[src/rtl/rv32_mem_bus.sv]
`default_nettype none
// ============================================================================
// Module      : rv32_mem_bus
// Description : RV32 memory stage driving a valid/ready data bus with wait
//               states. Builds little-endian byte masks, lane-shifts store
//               data, extracts and extends load data, stalls the pipeline
//               while an access is in flight and optionally aborts hung
//               accesses after BUS_TIMEOUT cycles.
//               Optional feature macro: RV32_MEM_MISALIGN_TRAP_EN
//               (trap misaligned half/word accesses instead of issuing them).
// Revision    : 1.0 - initial release
// ============================================================================
module rv32_mem_bus #(
    parameter int ADDR_WIDTH   = 32,
    parameter int BUS_TIMEOUT  = 0,
    parameter int TIMEOUT_BITS = 8
) (
    input  logic                  clk,
    input  logic                  reset_n,
    input  logic                  stall_in,
    input  logic                  flush_in,
    input  logic                  read_en_in,
    input  logic                  write_en_in,
    input  logic [1:0]            width_in,
    input  logic                  zero_extend_in,
    input  logic [4:0]            rd_in,
    input  logic                  rd_writeback_in,
    input  logic [ADDR_WIDTH-1:0] result_in,
    input  logic [31:0]           rs2_value_in,
    output logic                  stall_out,
    output logic                  bus_valid_out,
    input  logic                  bus_ready_in,
    output logic                  bus_write_out,
    output logic [ADDR_WIDTH-1:0] bus_addr_out,
    output logic [3:0]            bus_write_mask_out,
    output logic [31:0]           bus_write_value_out,
    input  logic [31:0]           bus_read_value_in,
    output logic [4:0]            rd_out,
    output logic                  rd_writeback_out,
    output logic [31:0]           rd_value_out,
    output logic                  fault_out,
    output logic                  misaligned_out
);

    localparam logic [1:0] c_WIDTH_BYTE = 2'b00;
    localparam logic [1:0] c_WIDTH_HALF = 2'b01;
    localparam logic       c_TO_EN      = (BUS_TIMEOUT > 0);
    localparam logic [TIMEOUT_BITS-1:0] c_TO_LAST =
        (BUS_TIMEOUT > 0) ? TIMEOUT_BITS'(BUS_TIMEOUT - 1) : '0;

    typedef enum logic [1:0] {
        S_IDLE = 2'd0,
        S_BUSY = 2'd1,
        S_DONE = 2'd2
    } state_t;

    state_t r_state, w_next;

    logic [31:0]             w_result32;
    logic                    w_mem_op, w_misaligned, w_req;
    logic [3:0]              w_mask;
    logic [31:0]             w_wdata;
    logic                    w_stall, w_complete, w_timeout, w_update, w_fault_now;
    logic [31:0]             w_raw, w_load;
    logic [7:0]              w_byte;
    logic [15:0]             w_half;
    logic [TIMEOUT_BITS-1:0] r_wait_cnt;
    logic                    r_kill, r_fault_pend;
    logic [31:0]             r_hold;
    logic [4:0]              r_rd;
    logic                    r_wb, r_is_load, r_zext;
    logic [1:0]              r_width, r_off;
    logic [31:0]             r_result;

    // Non-memory results are 32-bit values regardless of the address width
    generate
        if (ADDR_WIDTH >= 32) begin : g_res_trunc
            assign w_result32 = result_in[31:0];
        end else begin : g_res_ext
            assign w_result32 = {{(32 - ADDR_WIDTH){1'b0}}, result_in};
        end
    endgenerate

    assign w_mem_op = read_en_in | write_en_in;
`ifdef RV32_MEM_MISALIGN_TRAP_EN
    assign w_misaligned = w_mem_op & ~flush_in &
        (((width_in == c_WIDTH_HALF) & result_in[0]) |
         ((width_in != c_WIDTH_HALF) & (width_in != c_WIDTH_BYTE) & (result_in[1:0] != 2'b00)));
`else
    assign w_misaligned = 1'b0;
`endif
    assign w_req = w_mem_op & ~flush_in & ~w_misaligned;

    // Store byte enables and lane-replicated store data
    always_comb begin
        w_mask  = 4'hF;
        w_wdata = rs2_value_in;
        case (width_in)
            c_WIDTH_BYTE: begin
                w_mask  = 4'b0001 << result_in[1:0];
                w_wdata = {4{rs2_value_in[7:0]}};
            end
            c_WIDTH_HALF: begin
                w_mask  = result_in[1] ? 4'b1100 : 4'b0011;
                w_wdata = {2{rs2_value_in[15:0]}};
            end
            default: ;
        endcase
    end

    // Load data comes straight off the bus on completion, or from the holding reg in DONE
    assign w_raw = (r_state == S_DONE) ? r_hold : bus_read_value_in;

    // Lane selection and sign/zero extension of load data
    always_comb begin
        w_byte = w_raw[{r_off, 3'b000} +: 8];
        w_half = r_off[1] ? w_raw[31:16] : w_raw[15:0];
        w_load = w_raw;
        case (r_width)
            c_WIDTH_BYTE: w_load = {{24{w_byte[7] & ~r_zext}}, w_byte};
            c_WIDTH_HALF: w_load = {{16{w_half[15] & ~r_zext}}, w_half};
            default:      w_load = w_raw;
        endcase
    end

    assign w_timeout = c_TO_EN & (r_state == S_BUSY) & ~bus_ready_in & (r_wait_cnt == c_TO_LAST);

    // Next-state and stall decode
    always_comb begin
        w_next     = r_state;
        w_stall    = 1'b0;
        w_complete = 1'b0;
        case (r_state)
            S_IDLE: begin
                if (w_req) begin
                    w_next  = S_BUSY;
                    w_stall = 1'b1;
                end
            end
            S_BUSY: begin
                if (bus_ready_in | w_timeout) begin
                    w_complete = 1'b1;
                    w_next     = stall_in ? S_DONE : S_IDLE;
                end else begin
                    w_stall = 1'b1;
                end
            end
            S_DONE: begin
                if (!stall_in) w_next = S_IDLE;
            end
            default: w_next = S_IDLE;
        endcase
    end

    assign stall_out   = w_stall;
    assign w_update    = ~stall_in & ~w_stall;
    assign w_fault_now = (r_state == S_BUSY) ? w_timeout : r_fault_pend;

    // State register
    always_ff @(posedge clk) begin
        if (!reset_n) r_state <= S_IDLE;
        else          r_state <= w_next;
    end

    // Bus request, access bookkeeping and stage output registers
    always_ff @(posedge clk) begin
        if (!reset_n) begin
            bus_valid_out       <= 1'b0;
            bus_write_out       <= 1'b0;
            bus_addr_out        <= '0;
            bus_write_mask_out  <= 4'h0;
            bus_write_value_out <= 32'h0;
            r_wait_cnt          <= '0;
            r_kill              <= 1'b0;
            r_fault_pend        <= 1'b0;
            r_hold              <= 32'h0;
            r_rd                <= 5'd0;
            r_wb                <= 1'b0;
            r_is_load           <= 1'b0;
            r_zext              <= 1'b0;
            r_width             <= 2'b00;
            r_off               <= 2'b00;
            r_result            <= 32'h0;
            rd_out              <= 5'd0;
            rd_writeback_out    <= 1'b0;
            rd_value_out        <= 32'h0;
            fault_out           <= 1'b0;
            misaligned_out      <= 1'b0;
        end else begin
            if (r_state == S_IDLE && w_req) begin
                bus_valid_out       <= 1'b1;
                bus_write_out       <= write_en_in;
                bus_addr_out        <= {result_in[ADDR_WIDTH-1:2], 2'b00};
                bus_write_mask_out  <= write_en_in ? w_mask : 4'h0;
                bus_write_value_out <= w_wdata;
                r_wait_cnt          <= '0;
                r_kill              <= 1'b0;
                r_fault_pend        <= 1'b0;
                r_rd                <= rd_in;
                r_wb                <= rd_writeback_in;
                r_is_load           <= read_en_in;
                r_zext              <= zero_extend_in;
                r_width             <= width_in;
                r_off               <= result_in[1:0];
                r_result            <= w_result32;
            end
            if (r_state == S_BUSY) begin
                if (w_complete) begin
                    bus_valid_out      <= 1'b0;
                    bus_write_out      <= 1'b0;
                    bus_write_mask_out <= 4'h0;
                    r_hold             <= bus_read_value_in;
                    r_fault_pend       <= w_timeout;
                end else begin
                    r_wait_cnt <= r_wait_cnt + 1'b1;
                end
            end
            if (r_state != S_IDLE && flush_in) r_kill <= 1'b1;
            if (w_update) begin
                if (r_state == S_IDLE) begin
                    rd_out           <= rd_in;
                    rd_writeback_out <= rd_writeback_in & ~flush_in & ~w_misaligned;
                    rd_value_out     <= w_result32;
                    fault_out        <= 1'b0;
                    misaligned_out   <= w_misaligned;
                end else begin
                    rd_out           <= r_rd;
                    rd_writeback_out <= r_wb & ~r_kill & ~flush_in & ~w_fault_now;
                    rd_value_out     <= r_is_load ? w_load : r_result;
                    fault_out        <= w_fault_now;
                    misaligned_out   <= 1'b0;
                end
            end
        end
    end

endmodule
`default_nettype wire

[config.mk]
export PLATFORM = sky130hd
export DESIGN_NAME = rv32_mem_bus
export DESIGN_NICKNAME = d
export VERILOG_FILES = /design/src/rtl/rv32_mem_bus.sv
export SDC_FILE = /design/constraint.sdc
export NUM_CORES = 1
export LEC_CHECK = 0
export ABC_AREA = 1
export BUFFER_PORTS_ARGS = -buffer_cell sky130_fd_sc_hd__buf_2
export CORE_MARGIN = 4
export CORE_UTILIZATION = 50
export DETAILED_ROUTE_END_ITERATION = 8
export GPL_TIMING_DRIVEN = 0
export PLACE_DENSITY = 0.8
export RECOVER_POWER = 25
export SYNTH_ARGS = -nofsm -noshare
export SYNTH_HDL_FRONTEND = slang
export SYNTH_SLANG_ARGS = --single-unit
[constraint.sdc]
create_clock -name clk -period 4.71 [get_ports clk]
set_input_delay 0.7065 -clock clk [delete_from_list [all_inputs] [get_ports clk]]
set_output_delay 0.7065 -clock clk [all_outputs]
set_load 0.01 [all_outputs]
==> impl_metrics.py <==
metrics = {
    "layout": {
        "fill_cells": 1404,
        "nets": 1477,
        "drive_gt1_share_pct": 17.34,
        "final_util_pct": 64.26,
        "area_growth_pct": 25.00,
        "antenna_cells": 0,
        "final_area_mm2": 0.009410,
        "seq_area_mm2": 0.003103,
        "multi_input_area_mm2": 0.003660,
    },
    "yosys": {
        "synth_top_area_share_pct": 41.22,
        "ys_warn_count": 0,
        "async_reset_ff_share_pct": 0,
        "synth_area_per_cell_um2": 6.686,
        "yosys.area.top_type": "dfxtp_1",
        "synth_edf_count": 0,
        "synth_ff_type": "dfxtp_1",
        "ys_ff_latch": 155,
        "synthTopCellsByCount": "nand2_1 (307), dfxtp_1 (155), a21oi_1 (151), o21ai_0 (119), inv_1 (92)",
        "synthMostInstantiatedCell": "nand2_1",
        "synth.distinct_cells": 37,
        "yosysSeqAreaShare_pct": 41.22,
        "synth_area_mm2": 0.007528,
        "syn_inst": 1126,
        "ys_top_cells_by_area": "dfxtp_1 (41%), nand2_1 (15%), a21oi_1 (10%), o21ai_0 (7.9%), nand3_1 (4.9%)",
    },
    "placed_design": {
        "place_congestion": 0.9638,
        "place_hpwl_um": 21410,
        "post-place-ws_ns": 2.070,
        "place_area_mm2": 0.008857,
        "numPortBuffers": 218,
    },
    "floorplanning": {
        "fp.dieArea_mm2": 0.01708,
        "die_h_um": 130.7,
        "io_pins": 223,
        "start_util_pct": 51.41,
        "coreArea_mm2": 0.01464,
        "die_x_um": 130.7,
        "rows": 44,
    },
    "cts": {
        "numCtsBuffers": 17,
        "clkTransAtPathRegs_ns": 0.07,
        "post-cts-setup-buffer-count": 0,
        "cts_hold_buf": 0,
        "cts-root-buf": "clkbuf_16",
        "insertion_delay_ns": 0.44,
        "htreeDepth": 4,
        "tritoncts": "done",
        "cts.sinks": 155,
        "cts-resized-gates": 0,
        "clockBufferDepth": 2,
    },
    "worst_setup_path": {
        "slowest_stage": "dfxtp_1",
        "setup.worst_path.end": "stall_out",
        "cp.required_ns": 4.00,
        "cp_max_fo": 4,
        "endpoint_kind": "primary output",
        "worstPathCellList": "inv_2 -> nor2_1 -> nand2_1 -> nand2_2 -> buf_2",
        "r2r_cells": 6,
        "slowest_delay_ns": 0.41,
        "r2r-end": "r_result[30]$_SDFFE_PN0P_",
        "reg2reg_setup_slack_ns": 2.51,
        "start_kind": "flip-flop",
        "arrival_ns": 1.68,
        "path_class": "flip-flop to primary output",
        "crit_path_start": "r_state[0]$_SDFFE_PN0P_",
        "regToRegStartpoint": "r_state[1]$_SDFFE_PN0P_",
    },
    "grt": {
        "grt_use_total_pct": 32.49,
        "grt_max_degree": 17,
        "grt_pass1_vias": 8085,
        "grt-ovfl-total": 0,
        "antenna_found_initial": 0,
        "grt_first_pass_wirelength_um": 42460,
    },
    "power_and_ir_drop": {
        "swShare_pct": 30.13,
        "combinationalPowerShare_pct": 19.0,
        "p_clk_share_pct": 40.9,
        "p_seq_share_pct": 40.1,
        "ir_worst_vdd_uv": 270.8,
        "p_int_uw": 2541,
        "p_sw_uw": 1096,
        "power_density_mw_per_mm2": 386.5,
        "p_leak_uw": 0.004203,
    },
    "routing": {
        "wl_per_cell_um": 18.01,
        "dr.pass1.iters": 5,
        "drc": 0,
        "drt_iter0_drc": 911,
        "num_vias": 8663,
        "via_per_inst": 5.546,
        "routed_wl_um": 28130,
        "antenna_left": 0,
    },
    "timing": {
        "rsz0062_at_grt": "false",
        "setup_slack_ns": 2.321,
        "fin_crit_sh_pct": 50.73,
        "finalSetupTns_ns": 0,
        "maxSlewViolCount": 0,
        "fmax_mhz": 418.5,
        "worst_pin_slew_ns": 0.7700,
        "finalSetupViolCount": 0,
        "slew_headroom_pct": 48.12,
        "period_minus_slack_ns": 2.389,
        "fin_worst_skew_ns": 0.006305,
        "hold_violations": 0,
    },
    "status": {
        "outcome": "finished, final reports clean",
    },
    "min_path": {
        "min_path_type": "flip-flop to flip-flop",
    },
    "job": {
        "cap_violations": 0,
    },
}
cells in the final DEF, fill, tap and decap left out, types with 12 or more instances in the layout:
master       n
a21oi_1    151
a31oi_1     16
buf_2      174
clkbuf_1   110
clkbuf_16   17
dfxtp_1    155
inv_1       92
nand2_1    307
nand3_1     73
nor2_1      65
o21ai_0    119
o22ai_1     12
worst min-delay path by stage:
stage          cells after the start  slack (ns)                       end                      from
2_1_floorplan                      2        0.42   r_hold[16]$_SDFFE_PN0P_   r_hold[16]$_SDFFE_PN0P_
3_3_place_gp                       2        0.43   r_hold[29]$_SDFFE_PN0P_   r_hold[29]$_SDFFE_PN0P_
3_5_place_dp                       2        0.44  bus_valid_out$_SDFF_PN0_  bus_valid_out$_SDFF_PN0_
4_1_cts                            2        0.45   r_hold[19]$_SDFFE_PN0P_   r_hold[19]$_SDFFE_PN0P_
5_1_grt                            2        0.47   r_hold[11]$_SDFFE_PN0P_   r_hold[11]$_SDFFE_PN0P_
6_report                           2        0.45   r_hold[19]$_SDFFE_PN0P_   r_hold[19]$_SDFFE_PN0P_
registers in the layout, summed over array words and instances, names as in the netlist:
register,flops
bus_valid_out,1
bus_write_mask_out,4
bus_write_out,1
bus_write_value_out,32
fault_out,1
r_fault_pend,1
r_hold,32
r_is_load,1
r_kill,1
r_off,1
r_rd,5
r_result,31
r_state,2
r_wb,1
r_width,2
r_zext,1
rd_out,5
rd_value_out,32
rd_writeback_out,1
metal layers:
metal  up-vias  global-route usage (%)  wire length (um)
met1      3885                   40.04             10900
met4         0                   16.70              1368
met3       101                   9.593              3063
met2       514                   51.61             12800
met5         -                       0                 0
li1       4163                       -                 -
final cells by class:
class | count | area share (%)
clock inverters | 12 | 1.994
plain buffers | 81 | 4.228
clock buffers | 20 | 4.747
well taps | 184 | 2.446
multi-input cells | 792 | 38.89
repair buffers | 218 | 10.73
flip-flops and latches | 155 | 32.97
inverters | 100 | 3.989
through the flow:
step / hold slack [ns] / instances / power [uW]
floorplan: 0.4245 / 1128 / 1886
global route: 0.4745 / 1562 / 3779
CTS: 0.4489 / 1562 / 3635
finish: 0.4486 / 1562 / 3637
global placement: 0.4346 / 1530 / 2161
detailed placement: 0.4396 / 1530 / 2169
power by group through the flow:
stage | Clock (uW) | Combinational [uW] | Sequential, uW
5_1_grt | 1550 | 762 | 1470
3_3_place_gp | 0 | 680 | 1480
3_5_place_dp | 0 | 686 | 1480
2_1_floorplan | 0 | 377 | 1510
4_1_cts | 1490 | 691 | 1460
6_report | 1490 | 690 | 1460
worst max-delay path: cells and delay by family, from the launching register on:
| family | cells | cell delay [ns] |
|---|---|---|
| flops | 1 | 0.41 |
| buf+inv | 2 | 0.23 |
| simple gates | 3 | 0.61 |
cell families after synthesis:
| group | Yosys count | synth area share (%) |
|---|---|---|
| other | 1 | 0.04981 |
| muxes | 2 | 0.2659 |
| AOI/OAI and AO/OA | 317 | 22.02 |
| DFF | 155 | 41.22 |
| and+or+nand+nor | 470 | 26.18 |
| buffers and inverters | 181 | 10.27 |
No activity file was read; power rests on OpenSTA's default activity.
